**src/rtl/alert_cond_pkg.sv**
```systemverilog
// Shared types and widths for the alert-condition qualification stage.
// Holds the persistence filter state encoding and the sample widths.
package alert_pkg;

    localparam int BATT_W = 12;
    localparam int SPD_W  = 12;
    localparam int CNT_W  = 4;

    typedef enum logic [1:0] {
        CLEAR     = 2'd0,
        ARMING    = 2'd1,
        SET       = 2'd2,
        DISARMING = 2'd3
    } filt_state_t;

    // The alert is visible once qualification has completed, including while it is being disarmed.
    function automatic logic flag_of(input filt_state_t st);
        return (st == SET) || (st == DISARMING);
    endfunction

endpackage

```
**src/rtl/alert_cond_if.sv**
```systemverilog
// Sample bus from the A2D/balance-control side into alert_cond, plus the
// three qualified alert flags returned towards the piezo driver.
interface alert_cond_if;
    import alert_pkg::*;

    logic              smpl_vld;
    logic [BATT_W-1:0] batt;
    logic [SPD_W-1:0]  lft_spd;
    logic [SPD_W-1:0]  rght_spd;
    logic              en_steer;
    logic              moving;
    logic              ovr_spd;
    logic              batt_low;

    modport master (
        output smpl_vld, batt, lft_spd, rght_spd, en_steer,
        input  moving, ovr_spd, batt_low
    );

    modport slave (
        input  smpl_vld, batt, lft_spd, rght_spd, en_steer,
        output moving, ovr_spd, batt_low
    );

endinterface

```
**src/rtl/alert_cond_persist_filt.sv**
```systemverilog
// Consecutive-sample persistence filter with a registered, glitch-free flag.
// force_clr overrides everything and does not wait for a sample strobe.
module persist_filt
    import alert_pkg::*;
#(
    parameter int PERSIST = 8
) (
    input  logic clk,
    input  logic rst_n,
    input  logic smpl_vld,
    input  logic set_cond,
    input  logic clr_cond,
    input  logic force_clr,
    output logic flag
);

    localparam logic [CNT_W-1:0] P_C = CNT_W'(PERSIST);

    filt_state_t      r_state;
    filt_state_t      w_state_nxt;
    logic [CNT_W-1:0] r_cnt;
    logic [CNT_W-1:0] w_cnt_nxt;
    logic [CNT_W-1:0] w_cnt_inc;
    logic             r_flag;

    // Saturating increment so the count can never wrap past PERSIST.
    assign w_cnt_inc = (r_cnt >= P_C) ? P_C : (r_cnt + 4'd1);

    // Next-state logic; samples that fail the pending condition abandon a partial count.
    always_comb begin
        w_state_nxt = r_state;
        w_cnt_nxt   = r_cnt;
        if (force_clr) begin
            w_state_nxt = CLEAR;
            w_cnt_nxt   = 4'd0;
        end else if (smpl_vld) begin
            case (r_state)
                CLEAR: begin
                    if (set_cond) begin
                        w_state_nxt = (P_C == 4'd1) ? SET : ARMING;
                        w_cnt_nxt   = (P_C == 4'd1) ? 4'd0 : 4'd1;
                    end else begin
                        w_state_nxt = CLEAR;
                        w_cnt_nxt   = 4'd0;
                    end
                end
                ARMING: begin
                    if (set_cond && (w_cnt_inc >= P_C)) begin
                        w_state_nxt = SET;
                        w_cnt_nxt   = 4'd0;
                    end else if (set_cond) begin
                        w_state_nxt = ARMING;
                        w_cnt_nxt   = w_cnt_inc;
                    end else begin
                        w_state_nxt = CLEAR;
                        w_cnt_nxt   = 4'd0;
                    end
                end
                SET: begin
                    if (clr_cond) begin
                        w_state_nxt = (P_C == 4'd1) ? CLEAR : DISARMING;
                        w_cnt_nxt   = (P_C == 4'd1) ? 4'd0 : 4'd1;
                    end else begin
                        w_state_nxt = SET;
                        w_cnt_nxt   = 4'd0;
                    end
                end
                DISARMING: begin
                    if (clr_cond && (w_cnt_inc >= P_C)) begin
                        w_state_nxt = CLEAR;
                        w_cnt_nxt   = 4'd0;
                    end else if (clr_cond) begin
                        w_state_nxt = DISARMING;
                        w_cnt_nxt   = w_cnt_inc;
                    end else begin
                        w_state_nxt = SET;
                        w_cnt_nxt   = 4'd0;
                    end
                end
                default: begin
                    w_state_nxt = CLEAR;
                    w_cnt_nxt   = 4'd0;
                end
            endcase
        end else begin
            w_state_nxt = r_state;
            w_cnt_nxt   = r_cnt;
        end
    end

    // State, count and flag registers; the flag is taken from the next state to avoid an extra cycle.
    always_ff @(posedge clk or negedge rst_n) begin
        if (!rst_n) begin
            r_state <= CLEAR;
            r_cnt   <= 4'd0;
            r_flag  <= 1'b0;
        end else begin
            r_state <= w_state_nxt;
            r_cnt   <= w_cnt_nxt;
            r_flag  <= flag_of(w_state_nxt);
        end
    end

    assign flag = r_flag;

endmodule

```
**src/rtl/alert_cond.sv**
```systemverilog
// Speed-magnitude arithmetic and threshold compares feeding three
// persistence filters that qualify the moving/over-speed/low-battery alerts.
module alert_cond
    import alert_pkg::*;
#(
    parameter logic [BATT_W-1:0] BATT_LOW_THRES = 12'h800,
    parameter logic [BATT_W-1:0] BATT_HYST      = 12'h040,
    parameter logic [SPD_W-1:0]  OVR_SPD_THRES  = 12'd1536,
    parameter logic [SPD_W-1:0]  SPD_HYST       = 12'd128,
    parameter logic [SPD_W-1:0]  MOVE_THRES     = 12'd64,
    parameter int                PERSIST        = 8
) (
    input  logic   clk,
    input  logic   rst_n,
    alert_cond_if.slave bus
);

    logic signed [SPD_W:0]   w_sum;
    logic signed [SPD_W:0]   w_avg;
    logic        [SPD_W-1:0] w_mag;
    logic                    w_batt_set;
    logic                    w_batt_clr;
    logic                    w_ovr_set;
    logic                    w_ovr_clr;
    logic                    w_move_set;
    logic                    w_moving;
    logic                    w_ovr_spd;
    logic                    w_batt_low;

    // 13-bit sum so -2048 + -2048 averages to -2048, whose magnitude 2048 still fits in 12 bits.
    assign w_sum = $signed({bus.lft_spd[SPD_W-1], bus.lft_spd})
                 + $signed({bus.rght_spd[SPD_W-1], bus.rght_spd});
    assign w_avg = w_sum >>> 1;
    assign w_mag = w_avg[SPD_W] ? (~w_avg[SPD_W-1:0] + 12'd1) : w_avg[SPD_W-1:0];

    assign w_batt_set = bus.batt < BATT_LOW_THRES;
    assign w_batt_clr = {1'b0, bus.batt} >= ({1'b0, BATT_LOW_THRES} + {1'b0, BATT_HYST});
    assign w_ovr_set  = w_mag > OVR_SPD_THRES;
    assign w_ovr_clr  = w_mag < (OVR_SPD_THRES - SPD_HYST);
    assign w_move_set = bus.en_steer && (w_mag >= MOVE_THRES);

    persist_filt #(.PERSIST(PERSIST)) u_batt_filt (
        .clk       (clk),
        .rst_n     (rst_n),
        .smpl_vld  (bus.smpl_vld),
        .set_cond  (w_batt_set),
        .clr_cond  (w_batt_clr),
        .force_clr (1'b0),
        .flag      (w_batt_low)
    );

    persist_filt #(.PERSIST(PERSIST)) u_ovr_filt (
        .clk       (clk),
        .rst_n     (rst_n),
        .smpl_vld  (bus.smpl_vld),
        .set_cond  (w_ovr_set),
        .clr_cond  (w_ovr_clr),
        .force_clr (1'b0),
        .flag      (w_ovr_spd)
    );

    // Leaving the platform drops the moving alert immediately, bypassing persistence.
    persist_filt #(.PERSIST(PERSIST)) u_move_filt (
        .clk       (clk),
        .rst_n     (rst_n),
        .smpl_vld  (bus.smpl_vld),
        .set_cond  (w_move_set),
        .clr_cond  (!w_move_set),
        .force_clr (!bus.en_steer),
        .flag      (w_moving)
    );

    assign bus.moving   = w_moving;
    assign bus.ovr_spd  = w_ovr_spd;
    assign bus.batt_low = w_batt_low;

endmodule

```
**src/flat_wrapper.sv**
```systemverilog
// flat-port wrapper written by rule: the top's interface ports become plain ports
module alert_cond_flat import alert_pkg::*;
#(
    parameter logic [BATT_W-1:0] BATT_LOW_THRES = 12'h800,
    parameter logic [BATT_W-1:0] BATT_HYST      = 12'h040,
    parameter logic [SPD_W-1:0]  OVR_SPD_THRES  = 12'd1536,
    parameter logic [SPD_W-1:0]  SPD_HYST       = 12'd128,
    parameter logic [SPD_W-1:0]  MOVE_THRES     = 12'd64,
    parameter int                PERSIST        = 8
)
  (clk, rst_n, bus_smpl_vld, bus_batt, bus_lft_spd, bus_rght_spd, bus_en_steer, bus_moving, bus_ovr_spd, bus_batt_low);
  alert_cond_if bus_i ();
  input  logic clk;
  input  logic rst_n;
  input wire logic [$bits(bus_i.smpl_vld)-1:0] bus_smpl_vld;
  input wire logic [$bits(bus_i.batt)-1:0] bus_batt;
  input wire logic [$bits(bus_i.lft_spd)-1:0] bus_lft_spd;
  input wire logic [$bits(bus_i.rght_spd)-1:0] bus_rght_spd;
  input wire logic [$bits(bus_i.en_steer)-1:0] bus_en_steer;
  output wire logic [$bits(bus_i.moving)-1:0] bus_moving;
  output wire logic [$bits(bus_i.ovr_spd)-1:0] bus_ovr_spd;
  output wire logic [$bits(bus_i.batt_low)-1:0] bus_batt_low;
  assign bus_i.smpl_vld = bus_smpl_vld;
  assign bus_i.batt = bus_batt;
  assign bus_i.lft_spd = bus_lft_spd;
  assign bus_i.rght_spd = bus_rght_spd;
  assign bus_i.en_steer = bus_en_steer;
  assign bus_moving = bus_i.moving;
  assign bus_ovr_spd = bus_i.ovr_spd;
  assign bus_batt_low = bus_i.batt_low;
  alert_cond #(.BATT_LOW_THRES(BATT_LOW_THRES), .BATT_HYST(BATT_HYST), .OVR_SPD_THRES(OVR_SPD_THRES), .SPD_HYST(SPD_HYST), .MOVE_THRES(MOVE_THRES), .PERSIST(PERSIST)) u_core (.clk(clk), .rst_n(rst_n), .bus(bus_i));
endmodule
```
**config.mk**
```make
export PLATFORM = sky130hd
export DESIGN_NAME = alert_cond_flat
export DESIGN_NICKNAME = d
export VERILOG_FILES = /design/src/rtl/alert_cond_pkg.sv /design/src/rtl/alert_cond_if.sv /design/src/rtl/alert_cond_persist_filt.sv /design/src/rtl/alert_cond.sv /design/src/flat_wrapper.sv
export SDC_FILE = /design/constraint.sdc
export NUM_CORES = 1
export LEC_CHECK = 0
export BUFFER_PORTS_ARGS = -buffer_cell sky130_fd_sc_hd__buf_2
export CORE_AREA = 2 2 69 65
export CTS_CLUSTER_DIAMETER = 60
export DETAILED_ROUTE_END_ITERATION = 6
export DIE_AREA = 0 0 71 67
export GPL_ROUTABILITY_DRIVEN = 0
export PLACE_DENSITY_LB_ADDON = 0.15
export SKIP_LAST_GASP = 1
export SLEW_MARGIN = 20
export SYNTH_ARGS = -nofsm -noshare
export SYNTH_HDL_FRONTEND = slang
export SYNTH_SLANG_ARGS = --single-unit
```
**constraint.sdc**
```tcl
create_clock -name clk -period 3.43 [get_ports clk]
set_clock_uncertainty 0.15 [all_clocks]
set_input_delay 0.343 -clock clk [delete_from_list [all_inputs] [get_ports clk]]
set_output_delay 0.343 -clock clk [all_outputs]
set_load 0.03 [all_outputs]
```
==> out/summary.md, run 1 <==
The synthesized-area fraction occupied by xor and xnor cells works out to 5.64%. For the worst-skew pair, the clock arrives at the later sink with an insertion delay of 0.27 ns. Post-synthesis adder-cell area fraction: 11.4%. The DRC violation total after the first TritonRoute iteration is 85, and the worst relative slew slack is 59.3%. The post-route fraction of the period consumed by the critical path came out at 95.4%. In this run the standard cell core region covers 0.00399 mm².

The number of placement rows was 22. Across the VDD grid, the largest voltage drop is 0.223 mV. Wires add up to 5050 µm. The run gives 1.30 nW as the static leakage power.

Number of vias in the routed layout: 2169. The vertical extent of the die was 67 µm. TritonCTS built the clock tree. Combinational family with the most area after synthesis: compound AO/OA/AOI/OAI gates. The detailed-route wire length per cell was 13.4 µm; the max-slew violation count was 0. The quantity of I/O buffers inserted on ports works out to 36. The number of global-route vias before repair was 2033; the time the worst path needs with I/O delays and setup was 3.27 ns.

Measured in cells, the most critical reg-to-reg path has a length of 5. The area growth from synthesis to layout is 32.2%. The first TritonRoute pass finished after 4 iterations. Summing every instance area after synthesis gives 0.00215 mm². The area of the multi-input gates came out at 0.00162 mm².

The initial antenna violation count came out at 0. The total overflow left after global routing is 0. In this run the clock root is driven by a clkbuf_8. Summing the areas of all and, or, nand and nor instances in the mapped netlist gives 23.4% of the synthesized area. The number of failing hold endpoints at the final stage was 0; the clock slew at the register clock pins of the worst setup and hold paths was 0.08 ns.

The worst-path maximum fanout came out at 4. The endpoint identified for the worst register-to-register timing path is u_core.u_batt_filt.r_cnt[2]. STA classifies the critical path endpoint as a flop.

Launch instance of the worst register-to-register path: u_core.u_batt_filt.r_state[1]. Across the run, the number of max-cap violations was 0. Once layout is complete, the utilization of the core stands at 71.3%. The portion of synthesized area spent on multiplexers is 1.39%. After detailed routing, the number of vias per cell comes to 5.75.

The share of synthesized area in the top cell type comes to 24.4%. The number of warnings printed during yosys synthesis is 0. The largest stage delay on the critical path was 0.41 ns. The number of cells traversed by the worst hold path works out to 2.

The flow ran to the end, and the final reports show no timing, DRC or antenna violations. The cell type contributing the most total cell area after synthesis was dfrtp_1. The tools report the sequential cell area as 526 µm².

The total clock buffers created by CTS is 3, and the initial cell density of the core is 53.9%. Timing would allow up to 305 MHz. The count of cells in the finished layout, fillers not included, comes to 377. The path class of the tightest hold or removal check is primary input to flop. Post-CTS timing repair inserted 0 buffers for setup.

The x dimension of the die was 71 µm; the DRC violations left was 0. Counting every net in the synthesized netlist gives 307. In this run the most critical hold path is launched from bus_batt[11]. Sequential elements use 24.4% of the synthesized area. For the total setup violations reported at the end of the flow, the log shows 0. Walking the worst path, the cells encountered are buf_2, ha_2, nand4_1, buf_4, a21o_1, a21oi_2, o2111ai_2, or3_4, o31ai_4, xnor2_2, nor4b_4, xnor2_1, buf_4, a32o_1.

For the area of the die, the log shows 0.00476 mm². In the post-synthesis netlist, the biggest area contributors are dfrtp_1, ha_1, o21ai_0. The placed cell count was 372; the deepest clock path buffer count was 2.

Counting stages on the worst path, the most repeated cell is buf_4. The slack of the worst reg-to-reg path was 1.70 ns; the post-detailed-placement half-perimeter wirelength was 4060 µm. The number of flops mapped to enable cells by yosys was 0. The run gives 389 as the layout net count.

CTS saw 21 sinks. The critical path ends at u_core.u_move_filt.r_cnt[1]. The tools report the number of H-tree branching levels as 1. The data required time of the critical path came out at 3.43 ns. The first global-routing pass estimated 8690 µm of wire.

The detail route stage leaves a number of antenna-violating nets equal to 0. Among all flip-flop cells after synthesis, the most frequent one is dfrtp_1. The first element of the critical path was bus_lft_spd[2]. The path type of the worst setup path was primary input to flop. The pin count of the biggest net entering global routing is 22. For the number of antenna diodes, the log shows 0. Setup repair after global routing could not meet its margin everywhere.

Data arrives at the worst endpoint at 3.28 ns. For this design the top-level I/O count stands at 43. Share of layout cells above drive strength 1: 36.2%. Counting the fill cells in the layout gives 314. Number of distinct library cells after synthesis: 67. The slowest stage of the critical path belongs to the cell or3_4. Synthesis inferred 21 register bits. For the pin with the worst max-slew slack, the measured transition is 0.606 ns. The number of instances in the synthesized netlist is 248, and the compound-gate portion of the synthesized area is 29.8%. For this run, asynchronously set or reset flops after synthesis account for 100%. Dividing total power by cell area gives a power density of 360 mW/mm². For this run, the total global-route usage over all layers was measured as 22.3%.

STA classifies the critical path startpoint as a primary input. The synthesized area per cell is 8.68 µm².
[kinds of logic after synthesis]
kind of cell             Yosys count
multiplexers                       3
AO/OA/AOI/OAI                     85
flip-flops                        21
AND/OR/NAND/NOR                   85
buffers and inverters             22
adder cells (fa/ha/maj)           19
XOR/XNOR                          13
[worst max-delay path, delay by kind of cell]
family                   cells  cell delay (ns)
AO/OA/AOI/OAI                5             0.97
buffers and inverters        3             0.43
AND/OR/NAND/NOR              3             0.92
adder cells (fa/ha/maj)      1             0.38
XOR/XNOR                     2             0.23
[power breakdown]
group          internal, mW  switching [mW]  leakage [nW]
registers             0.282          0.0299         0.272
clock network        0.0810          0.0822        0.0255
logic                 0.263           0.286          1.01
total                 0.626           0.398          1.30
[synthesized netlist by cell type, types with 3 or more instances]
cell type   n
a211oi_1    3
a21o_1      6
a21oi_1    10
a31o_2      3
a31oi_1     6
a32o_1      3
and2_1      4
and3_1      4
clkbuf_1    3
dfrtp_1    21
ha_1       18
inv_1      16
mux2i_1     3
nand2_1    16
nand2b_1    3
nand3_1     7
nand4_1     4
nor2_1     13
nor2b_1     5
nor3_1      7
nor3b_1     3
o211ai_1    6
o21a_1      3
o21ai_0    17
o31ai_1     3
xnor2_1     9
xor2_1      3
[how the worst min path moves through the flow]
stage	end
floorplan	u_core.u_batt_filt.flag
global placement	u_core.u_batt_filt.r_cnt[3]
detailed placement	u_core.u_batt_filt.r_state[0]
CTS	u_core.u_batt_filt.r_state[1]
global route	u_core.u_batt_filt.flag
finish	u_core.u_batt_filt.flag
[routing by layer]
metal / GRT usage [%] / up-vias / part of all wire, %
met5: 0 / - / 0
met4: 2.83 / 0 / 0
met3: 3.63 / 0 / 3.2
met2: 37.6 / 36 / 47
met1: 30.9 / 1030 / 50
li1: - / 1103 / -
[placed cells by master, fill, tap and decap left out, types with 7 or more instances in the layout]
master / instances
nor2_1: 13
o21ai_0: 17
buf_4: 46
inv_1: 16
nand3_1: 7
nand2_1: 16
buf_2: 36
ha_1: 17
a21oi_1: 8
dfrtp_1: 21
xnor2_1: 8
[registers in the layout, summed over array words and instances (netlist names)]
register,flops
u_core.u_ovr_filt.r_cnt,4
u_core.u_batt_filt.flag,1
u_core.u_batt_filt.r_state,2
u_core.u_batt_filt.r_cnt,4
u_core.u_ovr_filt.r_state,2
u_core.u_move_filt.r_state,2
u_core.u_ovr_filt.flag,1
u_core.u_move_filt.r_cnt,4
u_core.u_move_filt.flag,1
[through the flow]
step           cell area, µm²  total power, mW  TNS [ns]  setup slack (ns)  hold WS [ns]
5_1_grt                  2850             1.10  -0.00658          -0.00658         0.160
2_1_floorplan            2160            0.632         0            0.0245        -0.103
6_report                 2850             1.02         0             0.156         0.141
3_3_place_gp             2720            0.819    -0.982            -0.190         0.167
3_5_place_dp             2720            0.834     -1.59            -0.291         0.170
4_1_cts                  2780             1.00         0            0.0671         0.141
[timing repair]
action | 4_1_cts | 5_1_grt
pin swaps | 0 | 3
gates resized for setup | 1 | 13
hold endpoints to repair | 21 | 0
hold buffers | 1 | 0
setup endpoints to repair | 1 | 7
[cell type report]
cell class                      count  share of cell area (%)
Inverter                           16                    2.11
Timing Repair Buffer               83                    18.8
Tap cell                           48                    2.11
Multi-Input combinational cell    205                    56.9
Clock inverter                      1                   0.176
Clock buffer                        3                    1.45
Sequential cell                    21                    18.5
Note: power is estimated with default switching activity, not from simulation.
==> run 2: changes to the inputs <==
==> constraint.sdc (replaced) <==
create_clock -name clk -period 3.43 [get_ports clk]
set_clock_uncertainty 0.15 [all_clocks]
set_input_delay 0.1715 -clock clk [delete_from_list [all_inputs] [get_ports clk]]
set_output_delay 0.1715 -clock clk [all_outputs]
set_load 0.03 [all_outputs]
==> run 2 against run 1 <==
  * First-iteration DRC count is 39% higher
  * Global-route usage is 2.8 points lower
  * Fmax up 2.7%
  * Design area down 7.5%
  * Die area stayed put
  * Register-to-register slack is essentially flat
  * Worst hold slack got worse by 0.082 ns
  * Critical path type unchanged
  * Largest cell class unchanged
==> out/summary.md, run 2 (synthesized netlist as in run 1, its figures left out) <==
Wire length of the first global-routing pass: 7660 µm (-12%). The run gives 66.0% (-5.4 points) as the post-route core utilization. The tools report the count of nets left with antenna violations after detail routing as 0 (unchanged). The first element of the critical path was bus_rght_spd[1].

The clock slew at the register clock pins of the worst setup and hold paths came out at 0.07 ns (about the same). The total power per unit cell area is 357 mW/mm² (-0.68%), and the worst hold slack is 0.0594 ns (-0.0820 ns). The logs give 22 (unchanged) for the number of placement rows and 0.00255 mm² (-6.2%) for the post-detailed-placement cell area. The switching share of power was 38.6% (-0.25 points).

Following the worst setup path forward leads to its endpoint at u_core.u_ovr_filt.r_cnt[1]. The tools report the endpoint arrival time on the critical path as 3.20 ns (-0.08 ns). The static leakage power is 1.18 nW (-9.1%), and the pin count of the biggest net entering global routing is 22 (unchanged).

The tools report the number of max-capacitance violations reported as 0 (unchanged). The setup path with the least slack is of type primary input to flop. The x dimension of the die works out to 71 µm (unchanged). Number of antenna diodes: 0 (unchanged).

The tools report the clock latency on the worst-skew pair as 0.25 ns (-0.02 ns). Internal power: 0.577 mW (-7.8%). Worst-path maximum fanout: 4 (unchanged).

For the post-CTS setup buffer count, the log shows 0 (unchanged). Signal routing reaches up to met4. The quantity of I/O buffers inserted on ports was 36 (unchanged); the post-detailed-placement half-perimeter wirelength was 3590 µm (-12%). The share of layout cells above drive strength 1 is 28.6% (-7.6 points), and the DRC violation total after the first TritonRoute iteration is 118 (+39%).

The tools report the initial antenna violation count as 0 (unchanged). For the number of H-tree branching levels, the log shows 1 (unchanged). The logs give 4530 µm (-10%) for the final wirelength and 33.0% (+2.5 points) for the sequential fraction of design power. The logic depth of the worst register-to-register path works out to 5 (unchanged). The largest registers in the layout are u_core.u_batt_filt.r_cnt: 4 flops, u_core.u_move_filt.r_cnt: 4 flops, u_core.u_ovr_filt.r_cnt: 4 flops.

Initial cell density of the core: 53.9% (unchanged). CTS root buffer: clkbuf_8. The tools report the amount of wire on met3 after detailed routing as 189 µm (+17%). The total setup violations reported at the end of the flow is 0 (unchanged), and the total iterations of the first detailed-routing run is 4 (unchanged). The logs give 0.00263 mm² (-7.5%) for the design area and 1.71 ns (about the same) for the slack of the worst reg-to-reg path. The area growth from synthesis to layout is 22.3%. In this run the critical register-to-register path is captured at u_core.u_batt_filt.r_cnt[2].

The worst register-to-register path begins at u_core.u_batt_filt.r_cnt[0]. Net switching power figure: 0.364 mW (-8.7%). The cell with the largest stage delay on the worst path was or4_4.

Cell family with the largest share of critical-path delay: compound AO/OA/AOI/OAI gates. The residual overflow from global routing is 0 (unchanged). Placed cell count: 350 (-5.9%). The vertical extent of the die is 67 µm (unchanged), and the total clock buffers created by CTS is 3 (unchanged).

The leading cell type in the layout, fill and taps excluded is buf_2. The DRC violations left came out at 0 (unchanged). The tools report the area of the core region as 0.00399 mm² (unchanged). The logs give 2310 µm (-7.6%) for the detailed-routing wirelength on met1 and 19.5% (-2.8 points) for the global router's overall resource usage. The tools report the number of vias in the routed layout as 2063 (-4.9%). The mean number of vias per cell works out to 5.79 (+0.72%). The run gives 1797 (-12%) as the number of global-route vias before repair. The largest voltage drop on the vdd net was 0.244 mV (+9.1%). The clock share of power was 16.5% (+0.6 points). The max-slew violation count was 0 (unchanged); the post-route fraction of the period consumed by the critical path was 92.9% (-2.5 points). The slew at the pin with the worst max-slew slack works out to 0.504 ns (-0.102 ns). The layout net count was 368 (-5.4%); the time the worst path needs with I/O delays and setup was 3.19 ns (-0.0863 ns). The largest stage delay on the critical path is 0.57 ns (+0.16 ns).

TritonCTS built the clock tree. Walking the worst path, the cells encountered are buf_2, inv_1, fa_1, nand2b_1, buf_4, a21boi_4, o21a_1, o21ai_1, or4_4, a21oi_1, a31oi_1, a211oi_1, nor3_2, o32ai_1. Final instance count without filler cells: 356 (-5.6%). In the layout the commonest cells are buf_2, buf_4, dfrtp_1, ha_1, o21ai_0. The cell depth of the worst setup path works out to 14 (unchanged). The flow ran to the end, and the final reports show no timing, DRC or antenna violations. The run gives 65.9% (+6.6 points) as the worst relative slew slack. The logs give 21 (unchanged) for the count of clock tree sinks and 314 MHz (+2.7%) for the top achievable clock speed.

The tightest min-delay check is of the primary input to flop type. The area of the die was 0.00476 mm² (unchanged); the deepest clock path buffer count was 2 (unchanged). The detailed-route wire length per cell was 12.7 µm (-5.0%); the number of primary I/O pins was 43 (unchanged). The buffer and inverter count on the worst path is 3 (unchanged).

Data required time of the critical path: 3.44 ns (about the same). The endpoint kind of the worst setup timing path is a flop. For the number of failing hold endpoints at the final stage, the log shows 0 (unchanged). The met2 layer wire length in the routed design is 2010 µm (-16%), and the combinational cell fraction of total power is 50.5% (-3.1 points). The worst setup path is launched from a primary input.
-- run 2: cell type report --
class,instances,area (µm²)
timing repair buffer,62,380
multi-input combinational,205,1560
sequential,21,526
fill,368,1360
inverter,16,60.1
tap,48,60.1
clock buffer,4,45.0
-- run 2: what timing repair did --
item / in CTS / in global routing
hold endpoints to repair: 23 / 0
hold buffers: 2 / 0
endpoints found under the setup margin: 0 / 4
resized for setup: 0 / 4
-- run 2: worst min path at each step --
stage	depth (start not counted)	startpoint	endpoint
floorplan	0	rst_n	u_core.u_batt_filt.flag
global placement	1	rst_n	u_core.u_batt_filt.flag
detailed placement	1	rst_n	u_core.u_batt_filt.r_state[1]
CTS	2	bus_en_steer	u_core.u_move_filt.r_state[0]
global route	2	bus_en_steer	u_core.u_move_filt.r_state[0]
finish	2	bus_en_steer	u_core.u_move_filt.r_state[0]
-- run 2: metal layers --
layer	track usage, %	up-vias
met1	28.4	962
li1	-	1059
met3	3.48	4
met2	31.0	38
met5	0	-
met4	2.36	0
-- run 2: power groups by stage --
stage	Sequential (mW)	Combinational, mW	Clock (mW)
floorplan	0.319	0.312	0
global placement	0.314	0.453	0
detailed placement	0.314	0.463	0
CTS	0.310	0.468	0.160
global route	0.317	0.533	0.169
finish	0.311	0.476	0.155
-- run 2: per-stage QoR --
stage / TNS, ns / power (mW) / setup slack [ns]
4_1_cts: 0 / 0.938 / 0.187
3_5_place_dp: -0.288 / 0.777 / -0.0847
6_report: 0 / 0.941 / 0.242
5_1_grt: -0.0202 / 1.02 / -0.0202
2_1_floorplan: 0 / 0.631 / 0.165
3_3_place_gp: -0.0839 / 0.767 / -0.0423
-- run 2: worst register-to-register path, delay by kind of cell, from the launching register on --
| kind | cells | cell delay, ns |
|---|---|---|
| simple gates | 2 | 0.67 |
| compound gates | 3 | 0.40 |
| flops | 1 | 0.41 |
